$ cat src/rtl/rw_burst_scheduler.sv
// rw_burst_scheduler: queues up to DEPTH read/write CAS commands, each with its
// own countdown, and drives the data-phase strobes when a head command is due.
// Optional build macro: RW_TURNAROUND_EN inserts two idle cycles between
// bursts of opposite direction.
module rw_burst_scheduler #(
  parameter int unsigned DEPTH = 8,
  parameter int unsigned CNT_W = 6,
  parameter int unsigned BL    = 8,
  parameter int unsigned TAG_W = 4
) (
  input  logic                    clock_t,
  input  logic                    reset,
  input  logic [CNT_W-1:0]        rd_delay,
  input  logic [CNT_W-1:0]        wr_delay,
  input  logic                    cmd_valid,
  input  logic                    cmd_rw,
  input  logic [TAG_W-1:0]        cmd_tag,
  output logic                    cmd_ready,
  output logic                    data_start,
  output logic                    data_active,
  output logic                    data_last,
  output logic                    data_rw,
  output logic [TAG_W-1:0]        data_tag,
  output logic [$clog2(DEPTH):0]  occupancy,
  output logic                    rw_idle,
  output logic                    overflow,
  output logic                    late
);

  localparam int unsigned PTR_W    = $clog2(DEPTH);
  localparam int unsigned OCC_W    = PTR_W + 1;
  localparam int unsigned HALF     = BL / 2;
  localparam int unsigned BC_W     = $clog2(HALF);
  localparam int unsigned GAP_W    = 2;
  localparam int unsigned TURN_GAP = 2;
`ifdef RW_TURNAROUND_EN
  localparam bit TURN_EN = 1'b1;
`else
  localparam bit TURN_EN = 1'b0;
`endif

  typedef enum logic [1:0] {ST_IDLE, ST_WAIT, ST_DATA} state_t;

  state_t             state_q, state_d;
  logic [BC_W-1:0]    bcnt_q, bcnt_d;
  logic [PTR_W-1:0]   rd_ptr_q, wr_ptr_q;
  logic [OCC_W-1:0]   occ_q, occ_d;
  logic [GAP_W-1:0]   gap_q, gap_d;
  logic               vld_q  [DEPTH];
  logic               frw_q  [DEPTH];
  logic [TAG_W-1:0]   ftag_q [DEPTH];
  logic [CNT_W-1:0]   rem_q  [DEPTH];

  logic               cmd_ready_q, start_q, active_q, last_q, drw_q, idle_q, ovf_q, late_q;
  logic [TAG_W-1:0]   dtag_q;

  logic               accept, pop, start_d, drw_d, late_set, burst_end;
  logic               head_vld, head_rw, head_zero, turn_block, head_due;
  logic [TAG_W-1:0]   head_tag, dtag_d;
  logic [CNT_W-1:0]   dly, dly_m1;

  assign accept    = cmd_valid && cmd_ready_q;
  assign dly       = cmd_rw ? rd_delay : wr_delay;
  assign dly_m1    = (dly == '0) ? '0 : dly - CNT_W'(1);
  assign head_vld  = (occ_q != '0);
  assign head_rw   = frw_q[rd_ptr_q];
  assign head_tag  = ftag_q[rd_ptr_q];
  assign head_zero = head_vld && (rem_q[rd_ptr_q] == '0);
  assign burst_end = (state_q == ST_DATA) && (bcnt_q == BC_W'(HALF - 1));
  // Opposite-direction head must wait out the current burst plus the gap.
  assign turn_block = TURN_EN && head_vld && (head_rw != drw_q) &&
                      ((state_q == ST_DATA) || (gap_q != '0));
  assign head_due  = head_zero && !turn_block;
  assign occ_d     = occ_q + OCC_W'(accept) - OCC_W'(pop);

  // Next-state, pop decision and strobe values for the following cycle.
  always_comb begin
    state_d  = state_q;
    bcnt_d   = bcnt_q;
    pop      = 1'b0;
    start_d  = 1'b0;
    drw_d    = drw_q;
    dtag_d   = dtag_q;
    late_set = 1'b0;
    gap_d    = (gap_q != '0) ? gap_q - GAP_W'(1) : gap_q;
    if (burst_end) gap_d = GAP_W'(TURN_GAP - 1);
    case (state_q)
      ST_IDLE: begin
        if (accept) state_d = ST_WAIT;
      end
      ST_WAIT: begin
        if (head_due) begin
          pop     = 1'b1;
          start_d = 1'b1;
          drw_d   = head_rw;
          dtag_d  = head_tag;
          bcnt_d  = '0;
          state_d = ST_DATA;
        end else if (head_zero) begin
          late_set = 1'b1;
        end
      end
      ST_DATA: begin
        if (burst_end) begin
          if (head_due) begin
            pop     = 1'b1;
            start_d = 1'b1;
            drw_d   = head_rw;
            dtag_d  = head_tag;
            bcnt_d  = '0;
          end else if (head_vld || accept) begin
            state_d = ST_WAIT;
          end else begin
            state_d = ST_IDLE;
          end
        end else begin
          bcnt_d = bcnt_q + BC_W'(1);
          if (head_zero) late_set = 1'b1;
        end
      end
      default: state_d = ST_IDLE;
    endcase
  end

  // FSM, strobe and status registers.
  always_ff @(posedge clock_t or posedge reset) begin
    if (reset) begin
      state_q     <= ST_IDLE;
      bcnt_q      <= '0;
      gap_q       <= '0;
      occ_q       <= '0;
      cmd_ready_q <= 1'b1;
      start_q     <= 1'b0;
      active_q    <= 1'b0;
      last_q      <= 1'b0;
      drw_q       <= 1'b0;
      dtag_q      <= '0;
      idle_q      <= 1'b1;
      ovf_q       <= 1'b0;
      late_q      <= 1'b0;
    end else begin
      state_q     <= state_d;
      bcnt_q      <= bcnt_d;
      gap_q       <= gap_d;
      occ_q       <= occ_d;
      cmd_ready_q <= (occ_d < OCC_W'(DEPTH));
      start_q     <= start_d;
      active_q    <= (state_d == ST_DATA);
      last_q      <= (state_d == ST_DATA) && (bcnt_d == BC_W'(HALF - 1));
      drw_q       <= drw_d;
      dtag_q      <= dtag_d;
      idle_q      <= (occ_d == '0) && (state_d != ST_DATA);
      if (cmd_valid && !cmd_ready_q) ovf_q <= 1'b1;
      if (late_set) late_q <= 1'b1;
    end
  end

  // Command FIFO with per-entry saturating countdowns.
  always_ff @(posedge clock_t or posedge reset) begin
    if (reset) begin
      rd_ptr_q <= '0;
      wr_ptr_q <= '0;
      for (int i = 0; i < int'(DEPTH); i++) begin
        vld_q[i]  <= 1'b0;
        frw_q[i]  <= 1'b0;
        ftag_q[i] <= '0;
        rem_q[i]  <= '0;
      end
    end else begin
      for (int i = 0; i < int'(DEPTH); i++) begin
        if (vld_q[i] && (rem_q[i] != '0)) rem_q[i] <= rem_q[i] - CNT_W'(1);
      end
      if (pop) begin
        vld_q[rd_ptr_q] <= 1'b0;
        rd_ptr_q        <= rd_ptr_q + PTR_W'(1);
      end
      if (accept) begin
        vld_q[wr_ptr_q]  <= 1'b1;
        frw_q[wr_ptr_q]  <= cmd_rw;
        ftag_q[wr_ptr_q] <= cmd_tag;
        rem_q[wr_ptr_q]  <= dly_m1;
        wr_ptr_q         <= wr_ptr_q + PTR_W'(1);
      end
    end
  end

  assign cmd_ready   = cmd_ready_q;
  assign data_start  = start_q;
  assign data_active = active_q;
  assign data_last   = last_q;
  assign data_rw     = drw_q;
  assign data_tag    = dtag_q;
  assign occupancy   = occ_q;
  assign rw_idle     = idle_q;
  assign overflow    = ovf_q;
  assign late        = late_q;

endmodule
$ cat config.mk
export PLATFORM = sky130hd
export DESIGN_NAME = rw_burst_scheduler
export DESIGN_NICKNAME = d
export VERILOG_FILES = /design/src/rtl/rw_burst_scheduler.sv
export SDC_FILE = /design/constraint.sdc
export NUM_CORES = 1
export LEC_CHECK = 0
export CAP_MARGIN = 20
export CORE_ASPECT_RATIO = 1.75
export CORE_MARGIN = 8
export CORE_UTILIZATION = 60
export DETAILED_ROUTE_END_ITERATION = 12
export GPL_TIMING_DRIVEN = 0
export HOLD_SLACK_MARGIN = 0.12
export PLACE_DENSITY = 0.8
export SETUP_SLACK_MARGIN = 0.15
export SYNTH_ARGS = -nofsm -noshare
export SYNTH_HDL_FRONTEND = slang
export SYNTH_SLANG_ARGS = --single-unit
$ cat constraint.sdc
create_clock -name clock_t -period 4.5 [get_ports clock_t]
set_input_delay 0.675 -clock clock_t [delete_from_list [all_inputs] [get_ports clock_t]]
set_output_delay 0.675 -clock clock_t [all_outputs]
set_load 0.1 [all_outputs]
==> results of run 1 <==
-- synthesized netlist by cell type, types with 4 or more instances --
cell / n
and2_1: 4
nand2_1: 81
or4_1: 4
nor3_1: 19
mux4_2: 7
nand3_1: 7
xor2_1: 22
ha_1: 30
a21o_1: 4
mux2i_1: 19
mux2_2: 41
nor2_1: 43
o31ai_1: 4
inv_1: 42
or3_1: 13
nand2b_1: 10
a31oi_1: 6
xnor2_1: 26
nor4_1: 5
dfrtp_1: 120
nor4b_1: 4
o21ai_0: 38
clkbuf_1: 21
o22ai_1: 4
a21oi_1: 23
-- state kept, by name (all words and copies together) (netlist names), 2 cells and up --
register and count:
rem_q 48, ftag_q 32, frw_q 8, vld_q 8, data_tag 4, occupancy 4
rd_ptr_q 3, wr_ptr_q 3, bcnt_q 2, state_q 2
-- worst reg2reg max path, cell delays in order (launching register included) --
cell	delay, ns
dfrtp_1	0.38
buf_6	0.14
or4_1	0.55
a32o_2	0.31
a211oi_4	0.39
nand4_1	0.21
buf_2	0.26
inv_1	0.10
ha_1	0.15
inv_1	0.07
ha_1	0.27
a21o_1	0.16
a21oi_1	0.19
xnor2_1	0.17
inv_1	0.09
or4_1	0.49
a31oi_1	0.16
-- timing repair --
item / 4_1_cts / 5_1_grt
setup endpoints to repair: 1 / 1
hold buffers: 0 / 0
resized for setup: 3 / 8
-- cell families after synthesis --
logic type                 count (synthesis)  synth area share [%]
buffers and inverters                     68                  4.01
AOI/OAI and AO/OA                        106                  10.1
DFF                                      122                  46.0
xor gates and xnor gates                  48                  6.33
adders and majority gates                 31                  5.95
muxes                                     68                  12.4
and+or+nand+nor                          211                  15.2
-- layout make-up --
class	count	area, µm²
multi-input combinational	464	3340
fill	789	3120
sequential	122	3060
clock buffer	20	457
timing repair buffer	38	385
clock inverter	11	169
inverter	43	166
tap	132	165
buffer	25	113
-- per-layer routing --
metal	global-route usage, %	wire length, µm	up-vias
met4	17.1	1050	0
met1	25.4	6030	2600
met5	0	0	-
li1	-	-	2380
met3	5.84	970	76
met2	44.1	9590	224
-- power breakdown --
group / total, mW / internal [mW] / switching (mW)
sequential: 1.10 / 1.10 / 0.0000000000000000214
combinational: 0.0898 / 0.0265 / 0.0634
clock: 1.44 / 0.952 / 0.491
-- cells in the final DEF, fill, tap and decap left out, types with 5 or more instances in the layout --
master / n
nor4_1: 5
nand2b_1: 10
mux2i_1: 19
o21ai_0: 38
nor3_1: 19
ha_1: 30
xor2_1: 22
clkbuf_1: 18
clkbuf_16: 17
dfrtp_1: 120
xnor2_1: 26
clkdlybuf4s50_1: 34
mux4_2: 7
or3_1: 13
nand2_1: 81
a21oi_1: 23
mux2_2: 41
nand3_1: 7
a31oi_1: 6
nor2_1: 43
inv_1: 41
-- final timing paths --
| check | startpoint | slack, ns | end |
|---|---|---|---|
| worst max register to register | rd_ptr_q[2]$_DFFE_PP0N_ | 0.35 | rw_idle$_DFF_PP1_ |
| worst min register to register | overflow$_DFFE_PP0P_ | 0.46 | overflow$_DFFE_PP0P_ |
| worst max-delay path | rd_ptr_q[2]$_DFFE_PP0N_ | 0.35 | rw_idle$_DFF_PP1_ |
| worst min-delay path | overflow$_DFFE_PP0P_ | 0.46 | overflow$_DFFE_PP0P_ |
| min in group asynchronous | reset | 0.67 | rem_q[29]$_DFF_PP0_ |
| max in group asynchronous | reset | 3.13 | ftag_q[7]$_DFFE_PP0P_ |
-- stage by stage --
stage	setup TNS [ns]	worst slack [ns]	hold slack (ns)	area, µm²	instances
finish	0	0.346	0.461	7850	855
global route	0	0.176	0.481	7850	855
CTS	0	0.232	0.473	7830	854
detailed placement	0	0.0796	0.461	7190	823
global placement	-115.18	-0.967	0.438	7150	820
floorplan	0	0.554	0.440	6640	654
==> impl_results.md, run 1 <==
* Core area at 11,000 µm²
* Routability cong. at 0.943
* RSZ-0062 raised after global routing: no
* Drt total wl at 17.6 mm
* CTS Buf Count at 17
* CP Cell Sequence: buf_6 > or4_1 > a32o_2 > a211oi_4 > nand4_1 > buf_2 > inv_1 > ha_1 > inv_1 > ha_1 > a21o_1 > a21oi_1 > xnor2_1 > inv_1 > or4_1 > a31oi_1
* Clock Latency Late Sink at 0.42 ns
* CTS tree: built
* Antenna cells at 0
* Initial core utilization at 60.5%
* Launching element type of the critical path: register
* Largest area contributor in the netlist: dfrtp_1
* # rows at 51
* CP Capture Type: register
* Post-synth top flop: dfrtp_1
* Critical path type: reg2reg
* GRT Total Usage at 25.2%
* Power Density at 335 nW/µm²
* Synthesized area per cell at 10.2 µm²
* Maximum clock rate at 241 MHz
* Distinct cell type count after synthesis at 60
* Max-slew violation count at 0
* Deepest clock path buffer count at 2
* Share of Yosys cell area claimed by the top area cell type at 45.2%
* Largest cells by area after synthesis: dfrtp_1 45%, mux2_2 7.0%, ha_1 5.7%
* Vias at 5,280
* Die Span Y at 155 µm
* Post-Synthesis Cells at 654
* Synthesis-to-layout area growth at 18.2%
* GRT Residual Overflow at 0
* Die Width at 95.5 µm
* Clk pin slew, worst setup/hold paths at 0.05 ns
* Post-CTS Setup Repair Bufs at 0
* Routed len/inst at 20.6 µm
* Leakage at 3.65 nW
* Worst Hold Class: reg2reg
* Die Area at 14,800 µm²
* Overall Power at 2.63 mW
* CP delay by family, top: simple AND/OR/NAND/NOR gates
* CP bufs+invs at 5
* Peak VDD IR at 336 µV
* Clk Tree Root Cell: clkbuf_16
* Pre-Repair DR Iteration Count at 5
* Number of DRC markers in iteration 0 at 380
* DR DRC count at 0
* Max-Cap Viols at 0
* CP dominant cell by count: inv_1
* Vias in the first global route at 5,607
* Status: complete, no violations
* Sink Count at 122
* Final worst-path cycle share at 92.3%
* H-tree depth at 4
* Crit Path Max Fanout at 10
* CP peak stage delay at 0.55 ns
* Largest net degree at the start of global routing at 73
* Nets at 762
* Fin. Hold Viols at 0
* Fin util at 71.5%
* Post-layout minimum cycle time at 4.15 ns
* Fraction of the yosys area taken by sequential cells at 46.0%
* Initial antenna violation count at 0
* Global-route wire length before repair at 28.2 mm
* Cell count of the worst reg-to-reg path at 16
* Rel. slew slack at 29.3%
* Async SR Flop Fraction at 100%
* Yosys reg bits at 122
* I/O Buffers at 34
* Layout cells sized above 1 at 14.4%
* Worst Tran Pin Value at 1.03 ns
* Number of flops mapped to enable cells by yosys at 0
* Critical path depth at 16
* Synth Cell Area at 6640 µm²
* Min-Delay Path Depth at 1
* Via density per instance at 6.18
* Clock skew at 0.00666 ns
* Setup Viol. Count Final at 0
* HPWL after detailed placement at 12.1 mm
* # IOs at 36
* Worst EP required at 4.84 ns
* Slowest stage cell, crit path: or4_1
* Syn Nets at 705
* Routed Antenna Nets at 0
* Critical Path AT at 4.50 ns
* Synth Warn # at 0
Power figures use the tool's default switching activity.
==> run 2: changes to the inputs <==
- CORE_UTILIZATION: 60 -> 55
- CTS_CLUSTER_DIAMETER: not set -> 120
- PLACE_DENSITY: 0.8 -> 0.74
==> impl_results.md, run 2 (same netlist as run 1, synthesis figures left out) <==
* Max FFs per register at 48
* Commonest non-fill, non-tap cells in the layout: 120 x dfrtp_1, 81 x nand2_1, 43 x nor2_1
* Die Width at 99.1 µm
* Worst Tran Pin Value at 1.11 ns
* Initial core utilization at 56.0%
* Global-route wire length before repair at 27.2 mm
* Critical Path AT at 4.57 ns
* Max-slew violation count at 0
* I/O Buffers at 34
* Status: complete, no violations
* CTS Buf Count at 17
* Post-layout minimum cycle time at 4.24 ns
* Overall Power at 2.48 mW
* # IOs at 36
* Initial antenna violation count at 0
* Setup crit start: rd_ptr_q[2]$_DFFE_PP0N_
* Vias at 5,201
* Via density per instance at 6.05
* Final worst-path cycle share at 94.1%
* CP Capture Type: register
* Crit Path Max Fanout at 10
* Maximum clock rate at 236 MHz
* Reg area at 3060 µm²
* Clock Latency Late Sink at 0.41 ns
* GRT Total Usage at 21.9%
* DR DRC count at 0
* Min-delay src: overflow$_DFFE_PP0P_
* RSZ-0062 raised after global routing: no
* Final std cells w/o fill at 859
* Commonest non-fill, non-tap cell in the layout: dfrtp_1
* Post-CTS Setup Repair Bufs at 0
* Largest net degree at the start of global routing at 67
* Synthesis-to-layout area growth at 17.3%
* # rows at 53
* Sink Count at 122
* Drt total wl at 16.7 mm
* Rel. slew slack at 24.1%
* Routed len/inst at 19.5 µm
* Die Area at 16,000 µm²
* H-tree depth at 4
* Pre-Repair DR Iteration Count at 5
* Number of DRC markers in iteration 0 at 301
* Peak VDD IR at 276 µV
* Nets at 760
* Leakage at 3.61 nW
* HPWL after detailed placement at 11.9 mm
* Routability cong. at 0.883
* Launching element type of the critical path: register
* Power Density at 319 nW/µm²
* # hold bufs at CTS at 0
* Clk Tree Root Cell: clkbuf_16
* Antenna cells at 0
* Routed Antenna Nets at 0
* Deepest clock path buffer count at 2
* Core area at 11,900 µm²
* Hold WS at 0.455 ns
* Largest registers: rem_q (48), ftag_q (32)
* Setup Viol. Count Final at 0
* # fillers at 914
* Reg with most FFs: rem_q
* Placed Cells at 827
* Clock skew at 0.00923 ns
* Multi-input combinational cell area at 3340 µm²
* Reg-to-Reg Start: rd_ptr_q[2]$_DFFE_PP0N_
* Clk pin slew, worst setup/hold paths at 0.06 ns
* Die Span Y at 161 µm
* Layout cells sized above 1 at 14.3%
* Fin. Hold Viols at 0
* Vias in the first global route at 5,423
* Max-Cap Viols at 0
* Worst Hold Class: reg2reg
* CTS tree: built
* Critical path type: reg2reg
* Worst EP required at 4.84 ns
* GRT Residual Overflow at 0
run 2: final cells by class:
class | instances | share of cell area [%]
plain buffers | 25 | 1.45
clock buffers | 20 | 5.86
clock inverters | 12 | 1.46
inverters | 43 | 2.14
multi-input cells | 464 | 42.9
flip-flops and latches | 122 | 39.2
well taps | 137 | 2.20
repair buffers | 36 | 4.82
run 2: final timing paths:
path	end	slack [ns]	cells past startpoint
setup / recovery	rw_idle$_DFF_PP1_	0.26	16
hold / removal	overflow$_DFFE_PP0P_	0.45	1
setup reg to reg	rw_idle$_DFF_PP1_	0.26	16
hold reg to reg	overflow$_DFFE_PP0P_	0.45	1
max in group asynchronous	rw_idle$_DFF_PP1_	3.05	3
min in group asynchronous	rem_q[10]$_DFF_PP0_	0.72	2
run 2: per-layer routing:
metal	vias up	track usage, %	wire [µm]
li1	2383	-	-
met1	2616	21.9	6070
met2	147	40.6	9250
met3	55	4.14	606
met4	0	12.5	806
met5	-	0	0
run 2: worst max-delay path, cell delays in order (launching register included):
cell and delay (ns):
dfrtp_1 0.37, buf_6 0.14, or4_1 0.58, a32o_2 0.31, a211oi_4 0.36, nand4_1 0.28, buf_2 0.29, inv_1 0.10
ha_1 0.14, inv_1 0.07, ha_1 0.28, a21o_1 0.17, a21oi_1 0.18, xnor2_1 0.16, inv_1 0.08, or4_1 0.48
a31oi_1 0.16
run 2: per-stage QoR:
step / utilization [%] / setup slack (ns) / setup TNS, ns / instance area, µm²
floorplan: - / 0.554 / 0 / 6640
global placement: 60.3 / -0.989 / -117.39 / 7150
detailed placement: 60.7 / 0.0832 / 0 / 7200
CTS: 65.5 / 0.152 / 0 / 7780
global route: 65.6 / 0.178 / 0 / 7790
finish: 65.6 / 0.265 / 0 / 7790
run 2: timing repair:
item,CTS,global route
setup endpoints to repair,1,1
pin swaps,0,1
gates resized for setup,3,7
run 2: where the power goes:
part	switching (mW)	internal [mW]
registers	0.0000000000000000193	1.10
logic	0.0625	0.0263
clock network	0.503	0.794
==> run 3: changes to the inputs <==
- CTS_BUF_LIST: not set -> sky130_fd_sc_hd__clkbuf_2
==> impl_results.md, run 3 (same netlist as run 1, synthesis figures left out) <==
* Synthesis-to-layout area growth at 12.0%
* Via density per instance at 5.99
* Setup Viol. Count Final at 0
* Final worst-path cycle share at 94.5%
* Rel. slew slack at 26.6%
* Initial core utilization at 56.0%
* Switching power share of the total at 27.2%
* DR DRC count at 0
* Pre-Repair DR Iteration Count at 5
* Sink Count at 122
* CP dominant cell by count: inv_1
* Routed len/inst at 18.9 µm
* Worst EP required at 5.12 ns
* Int Pwr at 1.33 mW
* Worst Hold Class: in2async
* Deepest clock path buffer count at 2
* Slowest stage cell, crit path: nor4_2
* Layout cells sized above 1 at 14.4%
* GRT Total Usage at 21.2%
* Die Width at 99.1 µm
* Reg with most FFs: rem_q
* Place WS at 0.0832 ns
* CP Capture Type: register
* Post-route cell area at 7440 µm²
* Final std cells w/o fill at 862
* Max FFs per register at 48
* Reg-to-Reg Start: rem_q[3]$_DFF_PP0_
* I/O Buffers at 34
* CTS tree: built
* R2R setup slack at 0.25 ns
* Vias in the first global route at 5,383
* Setup crit start: rem_q[3]$_DFF_PP0_
* # rows at 53
* Status: complete, no violations
* Post-layout minimum cycle time at 4.25 ns
* Cell count of the worst reg-to-reg path at 15
* Post-placement cell area at 7200 µm²
* Crit path to: rw_idle$_DFF_PP1_
* Commonest non-fill, non-tap cells in the layout: 120 x dfrtp_1, 81 x nand2_1, 43 x nor2_1
* Sequential Power Share at 60.1%
* Routed Antenna Nets at 0
* Worst Tran Pin Value at 1.10 ns
* Number of DRC markers in iteration 0 at 282
* Peak VDD IR at 197 µV
* Max-Cap Viols at 0
* Core area at 11,900 µm²
* CP Cell Sequence: nor3_1 > o32ai_1 > nor4_2 > nand4_1 > buf_2 > inv_1 > ha_1 > inv_1 > ha_1 > a21o_1 > a21oi_1 > xnor2_1 > inv_1 > or4_1 > a31oi_1
* Placed Cells at 827
* Clock Latency Late Sink at 0.68 ns
* Largest net degree at the start of global routing at 67
* GRT Residual Overflow at 0
* Overall Power at 1.83 mW
* Largest registers: rem_q (48), ftag_q (32)
* Clk pin slew, worst setup/hold paths at 0.20 ns
* Final WS setup at 0.250 ns
* Maximum clock rate at 235 MHz
* # IOs at 36
* H-tree depth at 4
* Fin. Hold Viols at 0
* Max-slew violation count at 0
* Critical path type: reg2reg
* Vias at 5,160
* Global-route wire length before repair at 26.4 mm
* Switch Pwr at 0.497 mW
* Clock group share of total power at 35.0%
* Commonest non-fill, non-tap cell in the layout: dfrtp_1
* Crit Path Max Fanout at 10
* RSZ-0062 raised after global routing: no
* RR Endpoint: rw_idle$_DFF_PP1_
* CTS Buf Count at 17
* Logic gate share of total power at 4.9%
* Reg area at 3060 µm²
* Initial antenna violation count at 1
* Clock skew at 0.0363 ns
* Critical Path AT at 4.87 ns
* Post-CTS Setup Repair Bufs at 0
* Clk Tree Root Cell: clkbuf_2
* CP peak stage delay at 0.66 ns
* Die Area at 16,000 µm²
* Nets at 762
* Routability cong. at 0.883
* Multi-input combinational cell area at 3330 µm²
* Fin util at 62.7%
* Launching element type of the critical path: register
* Die Span Y at 161 µm
* Leakage at 3.47 nW
* Drt total wl at 16.3 mm
* # fillers at 968
* HPWL after detailed placement at 11.9 mm
* Power Density at 246 nW/µm²
[run 3: cell types whose count changed in the layout (fill, tap and decap cells not counted), sizes merged]
| cell | before | now |
|---|---|---|
| clkinv | 6 | 8 |
| buf | 6 | 7 |
| diode | 0 | 1 |
| clkbuf | 41 | 40 |
[run 3: per-stage QoR]
step / hold WS [ns] / TNS (ns)
after floorplan: 0.440 / 0
after global placement: 0.439 / -117.39
after detailed placement: 0.443 / 0
after CTS: 0.426 / 0
after global routing: 0.426 / 0
final: 0.416 / 0
[run 3: final cells by class]
type	instances	share of cell area, %
Antenna cell	1	0.0336
Buffer	25	1.51
Clock buffer	18	1.21
Clock inverter	14	1.63
Inverter	43	2.24
Multi-Input combinational cell	464	44.8
Sequential cell	122	41.1
Tap cell	137	2.30
Timing Repair Buffer	38	5.21
[run 3: timing repair]
item / 4_1_cts / 5_1_grt
resized for setup: 3 / 5
endpoints found under the setup margin: 1 / 1
hold endpoints to repair: 0 / 0
hold buffers: 0 / 0
[run 3: worst min-delay path by stage]
stage	startpoint	to	slack, ns	cells after the start
floorplan	ftag_q[10]$_DFFE_PP0P_	ftag_q[10]$_DFFE_PP0P_	0.44	2
global placement	overflow$_DFFE_PP0P_	overflow$_DFFE_PP0P_	0.44	1
detailed placement	overflow$_DFFE_PP0P_	overflow$_DFFE_PP0P_	0.44	1
CTS	reset	rem_q[10]$_DFF_PP0_	0.43	2
global route	reset	rem_q[28]$_DFF_PP0_	0.43	2
finish	reset	rem_q[28]$_DFF_PP0_	0.42	2
[run 3: metal layers]
| layer | GRT usage, % | up-vias | wire, µm |
|---|---|---|---|
| li1 | - | 2387 | - |
| met1 | 21.5 | 2599 | 6110 |
| met2 | 39.0 | 126 | 8930 |
| met3 | 4.18 | 48 | 517 |
| met4 | 12.2 | 0 | 749 |
| met5 | 0 | - | 0 |
[run 3: worst max-delay path: cells and delay by family, from the launching register on]
family	cells	cell delay (ns)
DFF	1	0.46
AOI/OAI and AO/OA	4	0.72
buffers and inverters	4	0.55
and+or+nand+nor	4	1.88
xor gates and xnor gates	1	0.16
adders and majority gates	2	0.42
[run 3: power groups by stage]
stage / logic [mW] / registers (mW) / clock network (mW)
detailed placement: 0.0904 / 1.12 / 0
global route: 0.0982 / 1.10 / 0.697
global placement: 0.0844 / 1.12 / 0
CTS: 0.0907 / 1.10 / 0.651
floorplan: 0.0421 / 1.12 / 0
finish: 0.0903 / 1.10 / 0.638
